==> config.mk <==
export PLATFORM = sky130hd
export DESIGN_NAME = ysyx_041461_mdu
export DESIGN_NICKNAME = d
export VERILOG_FILES = /design/src/rtl/ysyx_041461_mdu.sv
export SDC_FILE = /design/constraint.sdc
export NUM_CORES = 2
export LEC_CHECK = 0
export ABC_AREA = 1
export CORE_UTILIZATION = 26
export DETAILED_ROUTE_END_ITERATION = 10
export GPL_TIMING_DRIVEN = 1
export PLACE_DENSITY_LB_ADDON = 0.25
export SYNTH_ARGS = -nofsm -noshare
export SYNTH_HDL_FRONTEND = slang
export SYNTH_SLANG_ARGS = --single-unit
==> constraint.sdc <==
create_clock -name clk -period 7.8 [get_ports clk]
set_input_delay 1.56 -clock clk [delete_from_list [all_inputs] [get_ports clk]]
set_output_delay 1.56 -clock clk [all_outputs]
set_load 0.1 [all_outputs]
==> src/rtl/ysyx_041461_mdu.sv <==
// Radix-2 iterative RV64M multiply/divide: N+1 edges to out_valid (N=XLEN, XLEN/2 for W ops), 1 edge for div special cases.
// Accepts only in IDLE; result held in DONE until out_ready; flush aborts from any state.
module ysyx_041461_mdu #(
  parameter int XLEN  = 64,
  parameter int CNT_W = $clog2(XLEN) + 1
) (
  input  logic            clk,
  input  logic            rst,
  input  logic            in_valid,
  output logic            in_ready,
  input  logic [2:0]      in_op,
  input  logic            in_word,
  input  logic [XLEN-1:0] in_src1,
  input  logic [XLEN-1:0] in_src2,
  input  logic            flush,
  output logic            out_valid,
  input  logic            out_ready,
  output logic [XLEN-1:0] out_result,
  output logic            busy
);

  localparam int HW = XLEN / 2;

  typedef enum logic [1:0] {S_IDLE, S_CALC, S_DONE} state_t;

  state_t              r_state;
  state_t              w_state_nxt;
  logic [2:0]          r_op;
  logic                r_word;
  logic                r_neg_q;
  logic                r_neg_r;
  logic [CNT_W-1:0]    r_cnt;
  logic [2*XLEN-1:0]   r_prod;
  logic [2*XLEN-1:0]   r_mcand;
  logic [XLEN-1:0]     r_mplier;
  logic [XLEN-1:0]     r_rem;
  logic [XLEN-1:0]     r_quo;
  logic [XLEN-1:0]     r_dvsr;
  logic [XLEN-1:0]     r_result;

  // Request decode: effective width, signedness and magnitudes
  logic              w_word;
  logic              w_s1_signed;
  logic              w_s2_signed;
  logic [XLEN-1:0]   w_op1;
  logic [XLEN-1:0]   w_op2;
  logic              w_neg1;
  logic              w_neg2;
  logic [XLEN-1:0]   w_mag1;
  logic [XLEN-1:0]   w_mag2;
  logic [XLEN-1:0]   w_dvd_sx;
  logic              w_div0;
  logic              w_ovf;
  logic              w_special;
  logic [XLEN-1:0]   w_special_res;

  assign w_word      = in_word & ((in_op == 3'd0) | in_op[2]);
  assign w_s1_signed = (in_op == 3'd0) | (in_op == 3'd1) | (in_op == 3'd2) | (in_op == 3'd4) | (in_op == 3'd6);
  assign w_s2_signed = (in_op == 3'd0) | (in_op == 3'd1) | (in_op == 3'd4) | (in_op == 3'd6);
  assign w_op1 = w_word ? {{HW{w_s1_signed & in_src1[HW-1]}}, in_src1[HW-1:0]} : in_src1;
  assign w_op2 = w_word ? {{HW{w_s2_signed & in_src2[HW-1]}}, in_src2[HW-1:0]} : in_src2;
  assign w_neg1 = w_s1_signed & w_op1[XLEN-1];
  assign w_neg2 = w_s2_signed & w_op2[XLEN-1];
  assign w_mag1 = w_neg1 ? -w_op1 : w_op1;
  assign w_mag2 = w_neg2 ? -w_op2 : w_op2;
  assign w_dvd_sx = w_word ? {{HW{in_src1[HW-1]}}, in_src1[HW-1:0]} : in_src1;
  assign w_div0 = w_word ? (in_src2[HW-1:0] == '0) : (in_src2 == '0);
  assign w_ovf  = ((in_op == 3'd4) | (in_op == 3'd6)) &
                  (w_word ? ((in_src1[HW-1:0] == {1'b1, {(HW-1){1'b0}}}) & (&in_src2[HW-1:0]))
                          : ((in_src1 == {1'b1, {(XLEN-1){1'b0}}}) & (&in_src2)));
  assign w_special = in_op[2] & (w_div0 | w_ovf);

  always_comb begin
    w_special_res = '0;
    if (w_div0) w_special_res = in_op[1] ? w_dvd_sx : '1;
    else if (w_ovf) w_special_res = in_op[1] ? '0 : w_dvd_sx;
  end

  // One shift-add / restoring-subtract step per CALC cycle
  logic [2*XLEN-1:0] w_prod_nxt;
  logic [XLEN:0]     w_shift;
  logic [XLEN:0]     w_diff;
  logic              w_ge;
  logic [XLEN-1:0]   w_rem_nxt;
  logic [XLEN-1:0]   w_quo_nxt;
  logic [2*XLEN-1:0] w_prod_s;
  logic [XLEN-1:0]   w_quo_s;
  logic [XLEN-1:0]   w_rem_s;
  logic [XLEN-1:0]   w_raw;
  logic [XLEN-1:0]   w_final;

  assign w_prod_nxt = r_prod + (r_mplier[0] ? r_mcand : '0);
  assign w_shift    = {r_rem, r_quo[XLEN-1]};
  assign w_diff     = w_shift - {1'b0, r_dvsr};
  assign w_ge       = ~w_diff[XLEN];
  assign w_rem_nxt  = w_ge ? w_diff[XLEN-1:0] : w_shift[XLEN-1:0];
  assign w_quo_nxt  = {r_quo[XLEN-2:0], w_ge};
  assign w_prod_s   = r_neg_q ? -w_prod_nxt : w_prod_nxt;
  assign w_quo_s    = r_neg_q ? -w_quo_nxt : w_quo_nxt;
  assign w_rem_s    = r_neg_r ? -w_rem_nxt : w_rem_nxt;

  always_comb begin
    w_raw = '0;
    case (r_op)
      3'd0:                w_raw = w_prod_s[XLEN-1:0];
      3'd1, 3'd2, 3'd3:    w_raw = w_prod_s[2*XLEN-1:XLEN];
      3'd4, 3'd5:          w_raw = w_quo_s;
      default:             w_raw = w_rem_s;
    endcase
    w_final = r_word ? {{HW{w_raw[HW-1]}}, w_raw[HW-1:0]} : w_raw;
  end

  always_ff @(posedge clk) begin
    if (rst) r_state <= S_IDLE;
    else     r_state <= w_state_nxt;
  end

  always_comb begin
    w_state_nxt = r_state;
    if (flush) begin
      w_state_nxt = S_IDLE;
    end else begin
      case (r_state)
        S_IDLE:  if (in_valid) w_state_nxt = w_special ? S_DONE : S_CALC;
        S_CALC:  if (r_cnt == CNT_W'(1)) w_state_nxt = S_DONE;
        S_DONE:  if (out_ready) w_state_nxt = S_IDLE;
        default: w_state_nxt = S_IDLE;
      endcase
    end
  end

  always_comb begin
    in_ready   = (r_state == S_IDLE);
    out_valid  = (r_state == S_DONE);
    busy       = (r_state != S_IDLE);
    out_result = r_result;
  end

  always_ff @(posedge clk) begin
    if (rst) begin
      r_op     <= '0;
      r_word   <= 1'b0;
      r_neg_q  <= 1'b0;
      r_neg_r  <= 1'b0;
      r_cnt    <= '0;
      r_prod   <= '0;
      r_mcand  <= '0;
      r_mplier <= '0;
      r_rem    <= '0;
      r_quo    <= '0;
      r_dvsr   <= '0;
      r_result <= '0;
    end else if (flush) begin
      r_cnt    <= '0;
      r_result <= '0;
    end else if (r_state == S_IDLE && in_valid) begin
      r_op     <= in_op;
      r_word   <= w_word;
      r_neg_q  <= w_neg1 ^ w_neg2;
      r_neg_r  <= w_neg1;
      r_prod   <= '0;
      r_mcand  <= {{XLEN{1'b0}}, w_mag1};
      r_mplier <= w_mag2;
      r_rem    <= '0;
      // W dividends are pre-shifted so HW iterations consume exactly their bits
      r_quo    <= w_word ? {w_mag1[HW-1:0], {HW{1'b0}}} : w_mag1;
      r_dvsr   <= w_mag2;
      if (w_special) begin
        r_cnt    <= '0;
        r_result <= w_special_res;
      end else begin
        r_cnt <= w_word ? CNT_W'(HW) : CNT_W'(XLEN);
      end
    end else if (r_state == S_CALC) begin
      r_cnt <= r_cnt - CNT_W'(1);
      if (r_op[2]) begin
        r_rem <= w_rem_nxt;
        r_quo <= w_quo_nxt;
      end else begin
        r_prod   <= w_prod_nxt;
        r_mcand  <= r_mcand << 1;
        r_mplier <= r_mplier >> 1;
      end
      if (r_cnt == CNT_W'(1)) r_result <= w_final;
    end
  end

endmodule

==> results.sh <==
export IMPL_firstDrtPassIters=9
export IMPL_worst_hold_path_type="reg -> reg"
export IMPL_dp_cells=14740
export IMPL_crit_end="out_result[20]"
export IMPL_avgSynthCellArea_um2=5.248
export IMPL_synthToLayoutAreaGrowth_pct=14.30
export IMPL_synth_top_family_by_area="simple AND/OR/NAND/NOR gates"
export IMPL_dp_slack_ns=0.6719
export IMPL_routabilityCongestion=1.108
export IMPL_muxShareOfSynthArea_pct=0
export IMPL_layout_setup_ws_ns=0.8191
export IMPL_synth_warnings=0
export IMPL_wl_per_cell_um=25.34
export IMPL_dieHeight_um=486.1
export IMPL_die_w_um=486.1
export IMPL_report_final_slew_viol_count=3
export IMPL_fin_area_mm2=0.06965
export IMPL_reg2reg_from="r_mplier[0]"
export IMPL_r2r_cells=27
export IMPL_synth_xor_area_share_pct=1.926
export IMPL_drive_gt1_share_pct=4.542
export IMPL_grt_pass1_vias=71120
export IMPL_drt_total_wl_mm=377.7
export IMPL_grt_first_pass_wirelength_mm=524.3
export IMPL_grt_overflow_total=0
export IMPL_drc=0
export IMPL_critical_path_startpoint="r_mplier[0]"
export IMPL_drt_iter0_markers=7762
export IMPL_cts_made_buffers=81
export IMPL_initial_core_util_pct=26.18
export IMPL_fp_row_count=177
export IMPL_fmax_ghz=0.1432
export IMPL_crit_path_end_kind="flop"
export IMPL_cp_start_kind="flop"
export IMPL_numPortBuffers=203
export IMPL_syn_inst=11610
export IMPL_cts_sinks=591
export IMPL_cts_tree="done"
export IMPL_place_area_mm2=0.06676
export IMPL_worstMarginPinSlew_ns=1.524
export IMPL_dpl_hpwl_mm=313.9
export IMPL_dieArea_mm2=0.2363
export IMPL_via_count=75780
export IMPL_post_cts_resized=0
export IMPL_setup_viol=0
export IMPL_final_core_util_pct=29.92
export IMPL_cts_clk_slew_worst_paths_ns=0.06
export IMPL_avgViaCountPerCell=5.084
export IMPL_post_route_min_period_ns=6.981
export IMPL_violations="max-capacitance violations, max-slew violations"
export IMPL_grt_max_degree=176
export IMPL_path_max_fanout=29
export IMPL_htree_levels=3
export IMPL_synthSimpleGateAreaFrac_pct=45.48
export IMPL_critPathKind="reg -> reg"
export IMPL_power_leakage_uw=0.03637
export IMPL_rr_endpoint="out_result[20]"
export IMPL_synth_compound_area_share_pct=14.63
export IMPL_final_hold_viol_count=0
export IMPL_final_cells=14910
export IMPL_cts_setup_buffers=0
export IMPL_p_per_area_mw_per_mm2=165.1
export IMPL_synth_distinct_cells=67
export IMPL_ys_seq_elements=591
export IMPL_synth_net_count=11950
export IMPL_hold_buffers=0
export IMPL_coreArea_mm2=0.2328
export IMPL_skew_ns=0.07848
export IMPL_tns_ns=0
export IMPL_status="finished with violations"
export IMPL_antenna_found_initial=27
export IMPL_r2r_slack_ns=0.82
export IMPL_critPathArrivalTime_ns=7.65
export IMPL_required_ns=8.47
export IMPL_rsz0062_at_grt="false"
export IMPL_ir_drop_v=0.0001550
export IMPL_finalCritPeriodShare_pct=89.50
export IMPL_clockBufferDepth=3
export IMPL_syn_cell_area_mm2=0.06093
export IMPL_layout_common_cells="nand2_1, inv_1, nor2_1, a21oi_1, nand3_1"
export IMPL_synth_adder_area_share_pct=4.152
export IMPL_clockRootBuffer="clkbuf_16"
export IMPL_max_slew_margin_rel_pct=-1.944
export IMPL_fin_nets=12030
export IMPL_seq_area_frac_synth_pct=19.42
export IMPL_grt_usage_pct=30.92
export IMPL_insertion_delay_ns=0.79
export IMPL_drtAntennaViolNets=0
export IMPL_maxCapViolations=1
export IMPL_final_common_cell="nand2_1"
export IMPL_ioPinCount=204
-- logic make-up after synthesis --
logic type / Yosys count
flops: 591
compound gates: 1648
fa+ha+maj: 201
buf+inv: 2287
xor+xnor: 134
simple gates: 6750
-- critical path, cell delays in order (launching register included) --
cell      delay [ns]
dfxtp_4         0.71
buf_4           0.23
buf_4           0.23
nand2_1         0.08
inv_1           0.07
ha_1            0.25
nand2_1         0.19
nor2_1          0.17
inv_1           0.17
nor2_1          0.27
nand2_1         0.14
inv_1           0.27
nand3_1         0.43
nand3_1         0.40
nand2_1         0.11
nand2_1         0.49
nand2_1         0.19
nor2_1          0.30
nand4_1         0.13
nor2_1          0.45
nand3_1         0.13
nand2_1         0.32
a21oi_1         0.10
o21ai_0         0.18
o211ai_1        0.28
o21ai_0         0.23
buf_4           0.17
a21oi_1         0.06
-- synth_stat cells, drive strengths merged --
cell / instances / area, um2
o21a: 22 / 165.2
a21o: 4 / 30.03
nand2: 4554 / 17310
nor2: 1112 / 4350
nor2b: 1 / 6.260
nor3: 137 / 788.3
or3: 1 / 6.260
o311ai: 2 / 17.52
o221ai: 4 / 35.03
a211oi: 15 / 112.6
xnor2: 43 / 376.6
nor3b: 2 / 15.01
fa: 2 / 40.04
clkinv: 10 / 37.54
a221oi: 6 / 52.55
o22ai: 54 / 337.8
and2: 13 / 81.33
a21boi: 2 / 15.01
o41ai: 3 / 26.28
a32oi: 1 / 8.760
o2111ai: 10 / 87.58
a31oi: 150 / 938.4
buf: 67 / 439.2
xor2: 91 / 797.0
nand3b: 50 / 375.4
o31ai: 8 / 60.06
ha: 199 / 2490
o21ai: 464 / 2345
or4: 2 / 15.01
a22oi: 5 / 37.54
clkbuf: 302 / 1134
a21oi: 861 / 4362
o21bai: 27 / 206.5
and3: 4 / 25.02
a41o: 1 / 10.01
o211ai: 9 / 67.56
inv: 1908 / 7162
nand3: 634 / 3236
or2: 35 / 219.0
nand4: 143 / 900.9
nor4: 62 / 387.9
dfxtp: 591 / 11830
-- cell type report --
type | count | area (um2)
clock inverters | 38 | 560.5
repair buffers | 367 | 3343
flip-flops and latches | 591 | 11840
inverters | 1918 | 7209
well taps | 3132 | 3919
diodes | 15 | 37.54
clock buffers | 111 | 2291
fillers | 27400 | 163100
multi-input cells | 8733 | 40450
-- per-stage QoR --
stage,hold WS (ns),total power (uW)
floorplan,0.4293,5645
global placement,0.4420,7327
detailed placement,0.4565,7301
CTS,0.4658,11440
global route,0.4830,11920
finish,0.4653,11500
-- registers in the layout (all words and copies together), names as in the netlist --
signal,count
r_mcand,128
r_prod,128
out_result,64
r_dvsr,64
r_mplier,64
r_quo,64
r_rem,64
r_cnt,7
r_op,3
r_state,2
r_neg_q,1
r_neg_r,1
r_word,1
-- routing by layer --
layer / vias up / wire length [um] / track usage, %
li1: 36510 / - / -
met1: 35210 / 147100 / 36.16
met2: 3171 / 170000 / 50.36
met3: 872 / 26940 / 5.234
met4: 20 / 33560 / 23.64
met5: - / 138 / 0
-- how the worst min path moves through the flow --
| stage | from | to | slack [ns] | cells after the start |
|---|---|---|---|---|
| floorplan | r_dvsr[0] | r_dvsr[0] | 0.43 | 2 |
| global placement | r_dvsr[0] | r_dvsr[0] | 0.44 | 2 |
| detailed placement | r_dvsr[0] | r_dvsr[0] | 0.46 | 2 |
| CTS | r_dvsr[0] | r_dvsr[0] | 0.47 | 2 |
| global route | r_prod[24] | r_prod[24] | 0.48 | 2 |
| finish | r_mcand[92] | r_mcand[93] | 0.47 | 2 |
-- power breakdown --
part	total, uW	switching, uW	internal [uW]
clock	4130	1750	2380
combinational	4110	3100	1020
sequential	3260	128	3130
Note: power is estimated with default switching activity, not from simulation.
